--- src/rtl/hazard_freeze_ctrl.sv ---
// Pipeline sequencing controller: RAW-hazard stall, branch flush, SRAM-wait freeze FSM
// with timeout, and a saturating stall-cycle counter.
module hazard_freeze_ctrl #(
    parameter int REG_W    = 4,
    parameter int MAX_WAIT = 16,
    parameter int CNT_W    = 16
) (
    input  logic             clk,
    input  logic             rst,
    input  logic             forward_en,
    input  logic [REG_W-1:0] id_src1,
    input  logic [REG_W-1:0] id_src2,
    input  logic             id_two_src,
    input  logic [REG_W-1:0] ex_dest,
    input  logic             ex_wb_en,
    input  logic             ex_mem_r_en,
    input  logic [REG_W-1:0] mem_dest,
    input  logic             mem_wb_en,
    input  logic             branch_taken,
    input  logic             mem_req,
    input  logic             sram_ready,
    input  logic             stat_clr,
    output logic             hazard_stall,
    output logic             flush,
    output logic             freeze,
    output logic             mem_timeout,
    output logic [1:0]       state,
    output logic [CNT_W-1:0] stall_count
);

    localparam int WCNT_W = $clog2(MAX_WAIT + 1);

    typedef enum logic [1:0] {
        ST_RUN  = 2'd0,
        ST_WAIT = 2'd1,
        ST_ERR  = 2'd2
    } state_t;

    state_t            state_q, state_d;
    logic [WCNT_W-1:0] wait_cnt_q, wait_cnt_d;
    logic [CNT_W-1:0]  stall_count_q, stall_count_d;

    logic hit_ex_s, hit_mem_s, raw_stall_s;
    logic freeze_s, timeout_s, hazard_stall_s, flush_s;

    // RAW hazard detection; R0 is an ordinary register here
    always_comb begin
        hit_ex_s    = ex_wb_en  & ((id_src1 == ex_dest)  | (id_two_src & (id_src2 == ex_dest)));
        hit_mem_s   = mem_wb_en & ((id_src1 == mem_dest) | (id_two_src & (id_src2 == mem_dest)));
        raw_stall_s = forward_en ? (ex_mem_r_en & hit_ex_s) : (hit_ex_s | hit_mem_s);
    end

    // Freeze FSM next state and wait counter
    always_comb begin
        state_d    = state_q;
        wait_cnt_d = wait_cnt_q;
        freeze_s   = 1'b0;
        timeout_s  = 1'b0;
        case (state_q)
            ST_RUN: begin
                freeze_s = mem_req & ~sram_ready;
                if (freeze_s) begin
                    state_d    = ST_WAIT;
                    wait_cnt_d = WCNT_W'(1);
                end else begin
                    wait_cnt_d = {WCNT_W{1'b0}};
                end
            end
            ST_WAIT: begin
                freeze_s = ~sram_ready;
                if (sram_ready) begin
                    state_d    = ST_RUN;
                    wait_cnt_d = {WCNT_W{1'b0}};
                end else if (wait_cnt_q == WCNT_W'(MAX_WAIT - 1)) begin
                    state_d = ST_ERR;
                end else begin
                    wait_cnt_d = wait_cnt_q + WCNT_W'(1);
                end
            end
            ST_ERR: begin
                freeze_s  = 1'b1;
                timeout_s = 1'b1;
            end
            default: begin
                state_d    = ST_RUN;
                wait_cnt_d = {WCNT_W{1'b0}};
            end
        endcase
    end

    // Output priority freeze > flush > stall; everything held low during reset
    always_comb begin
        flush_s        = branch_taken & ~freeze_s;
        hazard_stall_s = raw_stall_s & ~freeze_s & ~branch_taken;
        freeze         = rst & freeze_s;
        mem_timeout    = rst & timeout_s;
        flush          = rst & flush_s;
        hazard_stall   = rst & hazard_stall_s;
        state          = state_q;
        stall_count    = stall_count_q;
    end

    // Stall counter next value: clear wins, then saturating increment
    always_comb begin
        stall_count_d = stall_count_q;
        if (stat_clr) begin
            stall_count_d = {CNT_W{1'b0}};
        end else if ((hazard_stall_s | freeze_s) && !(&stall_count_q)) begin
            stall_count_d = stall_count_q + CNT_W'(1);
        end else begin
            stall_count_d = stall_count_q;
        end
    end

    // State, wait counter and statistics registers
    always_ff @(posedge clk or negedge rst) begin
        if (!rst) begin
            state_q       <= ST_RUN;
            wait_cnt_q    <= {WCNT_W{1'b0}};
            stall_count_q <= {CNT_W{1'b0}};
        end else begin
            state_q       <= state_d;
            wait_cnt_q    <= wait_cnt_d;
            stall_count_q <= stall_count_d;
        end
    end

endmodule

--- config.mk ---
export PLATFORM = sky130hd
export DESIGN_NAME = hazard_freeze_ctrl
export DESIGN_NICKNAME = d
export VERILOG_FILES = /design/src/rtl/hazard_freeze_ctrl.sv
export SDC_FILE = /design/constraint.sdc
export NUM_CORES = 1
export LEC_CHECK = 0
export BUFFER_PORTS_ARGS = -buffer_cell sky130_fd_sc_hd__buf_2
export CORE_MARGIN = 5
export CORE_UTILIZATION = 45
export CTS_BUF_LIST = sky130_fd_sc_hd__clkbuf_16
export CTS_CLUSTER_SIZE = 20
export DETAILED_ROUTE_END_ITERATION = 10
export GPL_TIMING_DRIVEN = 0
export PLACE_DENSITY_LB_ADDON = 0.15
export REMOVE_ABC_BUFFERS = 1
export SYNTH_ARGS = -nofsm -noshare
export SYNTH_HDL_FRONTEND = slang
export SYNTH_SLANG_ARGS = --single-unit
--- constraint.sdc ---
create_clock -name clk -period 2.9 [get_ports clk]
set_clock_uncertainty 0.1 [all_clocks]
set_input_delay 0.29 -clock clk [delete_from_list [all_inputs] [get_ports clk]]
set_output_delay 0.29 -clock clk [all_outputs]
set_load 0.02 [all_outputs]
=== Word-level counts from Yosys, hierarchy flattened ===
Index checks and enable logic that the tools add are counted.

* Bits in registers: 23
* Input bits: 27
* Word-level logic and storage cells: 56

* Add/sub/neg operators: 2
* Eq/ne operators: 10
* Mux-type cells: 13
* Bitwise logic cells: 21
* Reduce and logical (&&, ||, !) cells: 7

{| class="wikitable"
|+ Operators by type and width
! operator !! number
|-
| $mux 16 || 2
|-
| $add 16x1->16 const B || 1
|-
| $eq 4x4->1 || 4
|-
| $reduce_and 16->1 || 1
|-
| $pmux 5 s3 || 1
|-
| $and 1x1->1 || 13
|-
| $mux 5 || 2
|-
| $mux 2 || 3
|-
| $ne 3x3->1 const B || 2
|-
| $pmux 2 s3 || 1
|-
| $add 5x1->5 const B || 1
|-
| $eq 5x4->1 const B || 1
|-
| $not 1->1 || 4
|-
| $or 1x1->1 || 4
|-
| $mux 1 || 3
|-
| $pmux 1 s3 || 1
|-
| $reduce_and 3->1 || 1
|-
| $eq 2x1->1 const B || 1
|-
| $eq 2x2->1 const B || 1
|-
| $logic_not 2->1 || 1
|-
| $ne 2x2->1 const B || 1
|-
| $reduce_and 2->1 || 1
|-
| $reduce_bool 2->1 || 1
|-
| $logic_and 1x1->1 || 1
|-
| $logic_not 1->1 || 1
|}

=== Logic depth before layout (Yosys ltp) ===
* Depth in word-level cells: 12
* Mapped depth: 9

=== Worst setup path before layout ===
OpenSTA, ideal clock, no wires.

* Path kind: register to register
* From: reg stall_count_q[0], in the netlist stall_count[0]
* To: reg stall_count_q[9], in the netlist stall_count[9]
* Setup time: 0.125 ns
* Data arrival time: 1.921 ns
* Required time: 2.675 ns
* Setup slack: 0.754 ns
* Cell stages (with the launch flop): 10
* Clock period less this slack: 2.146 ns
* Cells stage by stage: dfrtp_1 > ha_1 > nand3_2 > or2_1 > buf_6 > nor2_4 > and3_4 > buf_8 > a2111oi_2 > mux2_4

* Cells in the longest elaborated chain, start to end: 4
* Elaborated cells on any way between the ends: 7
* Those cells by class: add/sub: 1; mux: 2; reduce/logical: 4

{| class="wikitable"
|+ RTL lines
! what !! line !! RTL
|-
| start, declared || 41 || <nowiki>logic [CNT_W-1:0] stall_count_q, stall_count_d;</nowiki>
|-
| start signal, assigned || 120 || <nowiki>stall_count_q <= {CNT_W{1'b0}};</nowiki>
|-
| start signal, assigned || 124 || <nowiki>stall_count_q <= stall_count_d;</nowiki>
|-
| branches (longest 4 deep; another with $add 16x1->16) || - ||
|}

Parallel ways; which one is timed is not known. The select of a mux whose other input is x is not followed.
A chain may end at the register's enable or synchronous reset.

=== Worst setup path after layout ===
* From: reg state_q[0], in the netlist state[0]
* To: out flush

* Cells in the longest elaborated chain, start to end: 5
* Elaborated cells on any way between the ends: 7
* Those cells by class: eq/ne: 2; mux: 1; bitwise: 3; reduce/logical: 1

{| class="wikitable"
|+ RTL lines
! what !! line !! RTL
|-
| start, declared || 39 || <nowiki>state_t state_q, state_d;</nowiki>
|-
| start signal, assigned || 122 || <nowiki>state_q <= state_d;</nowiki>
|-
| $eq 2x2->1 (tied with other cells) || 59 || <nowiki>case (state_q)</nowiki>
|-
| $pmux 1 s3 * || 59 ||
|-
| $not 1->1 * || 93 || <nowiki>flush_s = branch_taken & ~freeze_s;</nowiki>
|-
| $and 1x1->1 * || 93 ||
|-
| $and 1x1->1 * || 97 || <nowiki>flush = rst & flush_s;</nowiki>
|-
| end, declared || 24 || <nowiki>output logic flush,</nowiki>
|}

Mark *: on every way between the ends. The rest lies on a longest branch, timed or not.

==> flow_summary.rst <==
.. list-table::
   :header-rows: 1

   * - Metric
     - Value
   * - Dpl ws
     - 659 ps
   * - Period utilization
     - 85.2%
   * - Yosys warnings
     - 0
   * - Transition time at the pin with the least slew margin
     - 883 ps
   * - Global-route wire length before repair
     - 6.17 mm
   * - Sinks on the clock net
     - 23
   * - Yosys cell types
     - 38
   * - Global-route usage over all layers
     - 14.5%
   * - Part of the Yosys area used for sequential elements
     - 32.5%
   * - Path class of the lowest-slack min-delay path
     - in -> reg
   * - Max-slew violation count
     - 0
   * - Aggregate global routing overflow
     - 0
   * - # port buffers
     - 48
   * - Critical Setup Path Class
     - reg -> out
   * - Maximum buffer depth of the clock tree
     - 2
   * - Clock-pin slew of the registers on the worst-case setup and hold paths
     - 60 ps
   * - Upper clock frequency limit
     - 405 MHz
   * - Antenna violations before repair
     - 0
   * - Worst reg2reg path depth
     - 5
   * - Number of buffers created by CTS
     - 3
   * - Iteration-0 DRC Markers
     - 81
   * - Number of nets in the final layout
     - 263
   * - Depth of the CTS H-tree
     - 1
   * - Final critical-path required period
     - 2470 ps
   * - Ratio of cells with drive above 1 in the final layout
     - 33.6%
   * - Worst supply voltage drop on vdd
     - 271 uV
   * - Number of instances on the worst hold path
     - 4
   * - Number of endpoints with negative hold slack in the final report
     - 0
   * - Adder-cell share of the synthesized area
     - 2.12%
   * - Worst Setup Start Kind
     - flop
   * - Final setup violation count
     - 0
   * - Chip Height
     - 72.7 um
   * - Post-route setup TNS
     - 0 ps
   * - Slack of the worst reg-to-reg path
     - 670 ps
   * - DRC violations left
     - 0
   * - Arrival time of data at the critical path endpoint
     - 2080 ps
   * - Number of primary I/O pins
     - 49
   * - Synthesized area per cell
     - 9.41 um^2
   * - Post-Synth XOR/XNOR Area
     - 8.91%
   * - Result of the run
     - finished, final reports clean
   * - Unrepaired setup endpoints after global routing
     - no
   * - Horizontal extent of the die
     - 72.7 um
   * - Routed via count
     - 1,478
   * - Antenna cell count
     - 0
   * - Synthesized cell area
     - 1770 um^2
   * - Placement Cell Area
     - 2010 um^2
   * - Largest net degree at the start of global routing
     - 32
   * - Share of the synthesized area in compound gates (AO/OA/AOI/OAI)
     - 15.4%
   * - Leakage
     - 0.933 nW
   * - Initial Utilization
     - 47.3%
   * - Floorplan Core Area
     - 3740 um^2
   * - Total setup buffers inserted after CTS
     - 0
   * - Setup ws final
     - 428 ps
   * - Global placer's final weighted congestion
     - 0.766
   * - Worst slew slack as a fraction of its limit
     - 41.2%
   * - Placement Rows
     - 22
   * - Combinational family with the most area after synthesis
     - simple AND/OR/NAND/NOR gates
   * - Proportion of synthesized area in mux cells
     - 12.4%
   * - Number of vias per cell after detailed routing
     - 5.28
   * - DP HPWL
     - 2.75 mm
   * - Final instance area
     - 2100 um^2
   * - Max-capacitance violation count
     - 0
   * - Pre-antenna DRT Iters
     - 4
   * - Final worst hold slack
     - 253 ps
   * - Area share of and/or/nand/nor cells after synthesis
     - 24.3%
   * - Pwr/cell area
     - 361 nW/um^2
   * - Worst-Skew Late Latency
     - 260 ps
   * - Required time reported for the critical path endpoint
     - 2510 ps
   * - Cell chosen for the clock root
     - clkbuf_16
   * - Detail-routed net length per standard cell
     - 13.1 um
   * - Layout-stage area growth over the synthesis result
     - 18.6%
   * - Fill cells
     - 357
   * - Die Footprint
     - 5290 um^2
   * - Endpoint class of the critical path
     - output pin
   * - TritonCTS clock tree
     - done
   * - Via count of the first global-routing pass
     - 1,392
   * - Peak fanout along the critical path
     - 19
   * - Aggregate routed wire length
     - 3.68 mm
   * - Number of nets with antenna violations after routing
     - 0
   * - Number of standard cells after synthesis
     - 188
   * - Number of storage elements in the synthesis netlist
     - 23
## timing repair
item / CTS / global route
gates resized for setup: 0 / 0
hold endpoints to repair: 23 / 0
hold buffers: 1 / 0
## final cells by class
type / instances / area [um^2] / share of cell area [%]
clock buffers: 3 / 75.1 / 3.58
clock inverters: 1 / 5.00 / 0.239
inverters: 4 / 15.0 / 0.716
multi-input cells: 152 / 1120 / 53.2
flip-flops and latches: 23 / 576 / 27.4
well taps: 48 / 60.1 / 2.86
repair buffers: 49 / 250 / 11.9
## registers in the layout, indices dropped and copies added, names as in the netlist
name and cells:
stall_count 16, state 2, wait_cnt_q 5
## cell usage after synthesis
cell type / count / share of area [%]
mux2_2: 4 / 2.5
a21o_1: 1 / 0.42
a211oi_1: 2 / 0.85
a2111oi_2: 1 / 0.85
nor2b_1: 17 / 6.0
nand4_1: 9 / 3.2
buf_2: 1 / 0.28
mux2_1: 3 / 1.9
nor2_1: 21 / 4.5
inv_1: 4 / 0.85
xnor2_1: 18 / 8.9
o2111ai_1: 1 / 0.50
mux2i_1: 2 / 1.1
and3_1: 5 / 1.8
nand3_2: 1 / 0.57
buf_6: 1 / 0.64
o21ai_0: 6 / 1.7
a21oi_2: 1 / 0.50
o22ai_1: 1 / 0.35
dfrtp_1: 23 / 33
nand3_1: 6 / 1.7
mux2_4: 8 / 6.8
and3_4: 1 / 0.64
a22o_1: 1 / 0.50
clkbuf_1: 4 / 0.85
ha_1: 3 / 2.1
o22ai_2: 2 / 1.4
a211o_1: 1 / 0.50
o21bai_4: 1 / 1.1
and2_1: 4 / 1.4
a21oi_1: 9 / 2.5
nor2_4: 1 / 0.64
nand2_1: 12 / 2.5
or2_1: 1 / 0.35
a211oi_2: 6 / 4.2
buf_8: 1 / 0.85
buf_4: 2 / 0.85
nand2b_1: 3 / 1.1
## logic make-up (layout without fill, tap and decap cells)
logic type      Yosys count  count (layout)
buf+inv                  13              57
mux                      17              17
xor+xnor                 18              18
simple gates             81              81
compound gates           33              33
fa+ha+maj                 3               3
flops                    23              23
## power by group
group          switching [W]  internal [W]
combinational      0.0000656     0.0000531
sequential        0.00000789      0.000327
clock               0.000118      0.000186
total               0.000191      0.000565
## layer usage
layer / track usage, % / up-vias / wire, um
li1: - / 748 / -
met3: 3.17 / 4 / 229
met4: 4.30 / 0 / 36
met1: 17.7 / 694 / 1690
met2: 25.3 / 32 / 1720
met5: 0 / - / 0
## cell usage in the layout, fill, tap and decap left out, types with 5 or more instances in the layout
cell type   n
mux2_4      8
o21ai_0     6
nor2b_1    17
and3_1      5
nand3_1     6
nand4_1     9
buf_2      48
xnor2_1    18
dfrtp_1    23
a21oi_1     9
nor2_1     21
a211oi_2    6
nand2_1    12
## path summary, 6_finish.rpt
path,from,endpoint
setup / recovery,state[0],flush
hold / removal,sram_ready,state[0]
setup reg to reg,state[1],stall_count[9]
hold reg to reg,wait_cnt_q[3],wait_cnt_q[3]
max in group asynchronous,rst,wait_cnt_q[2]
min in group asynchronous,rst,stall_count[15]
## through the flow
| step | util (%) | total power, W | instances |
|---|---|---|---|
| finish | 56.0 | 0.000757 | 280 |
| floorplan | - | 0.000406 | 179 |
| CTS | 56.0 | 0.000765 | 280 |
| global route | 56.0 | 0.000789 | 280 |
| detailed placement | 53.6 | 0.000460 | 275 |
| global placement | 53.6 | 0.000457 | 275 |
## critical path: stages, from the launching register on
cell     delay, ps
dfrtp_1        450
o21ai_0        220
and2_1         740
and3_1         250
buf_2          160
(Power assumes the default switching activity.)
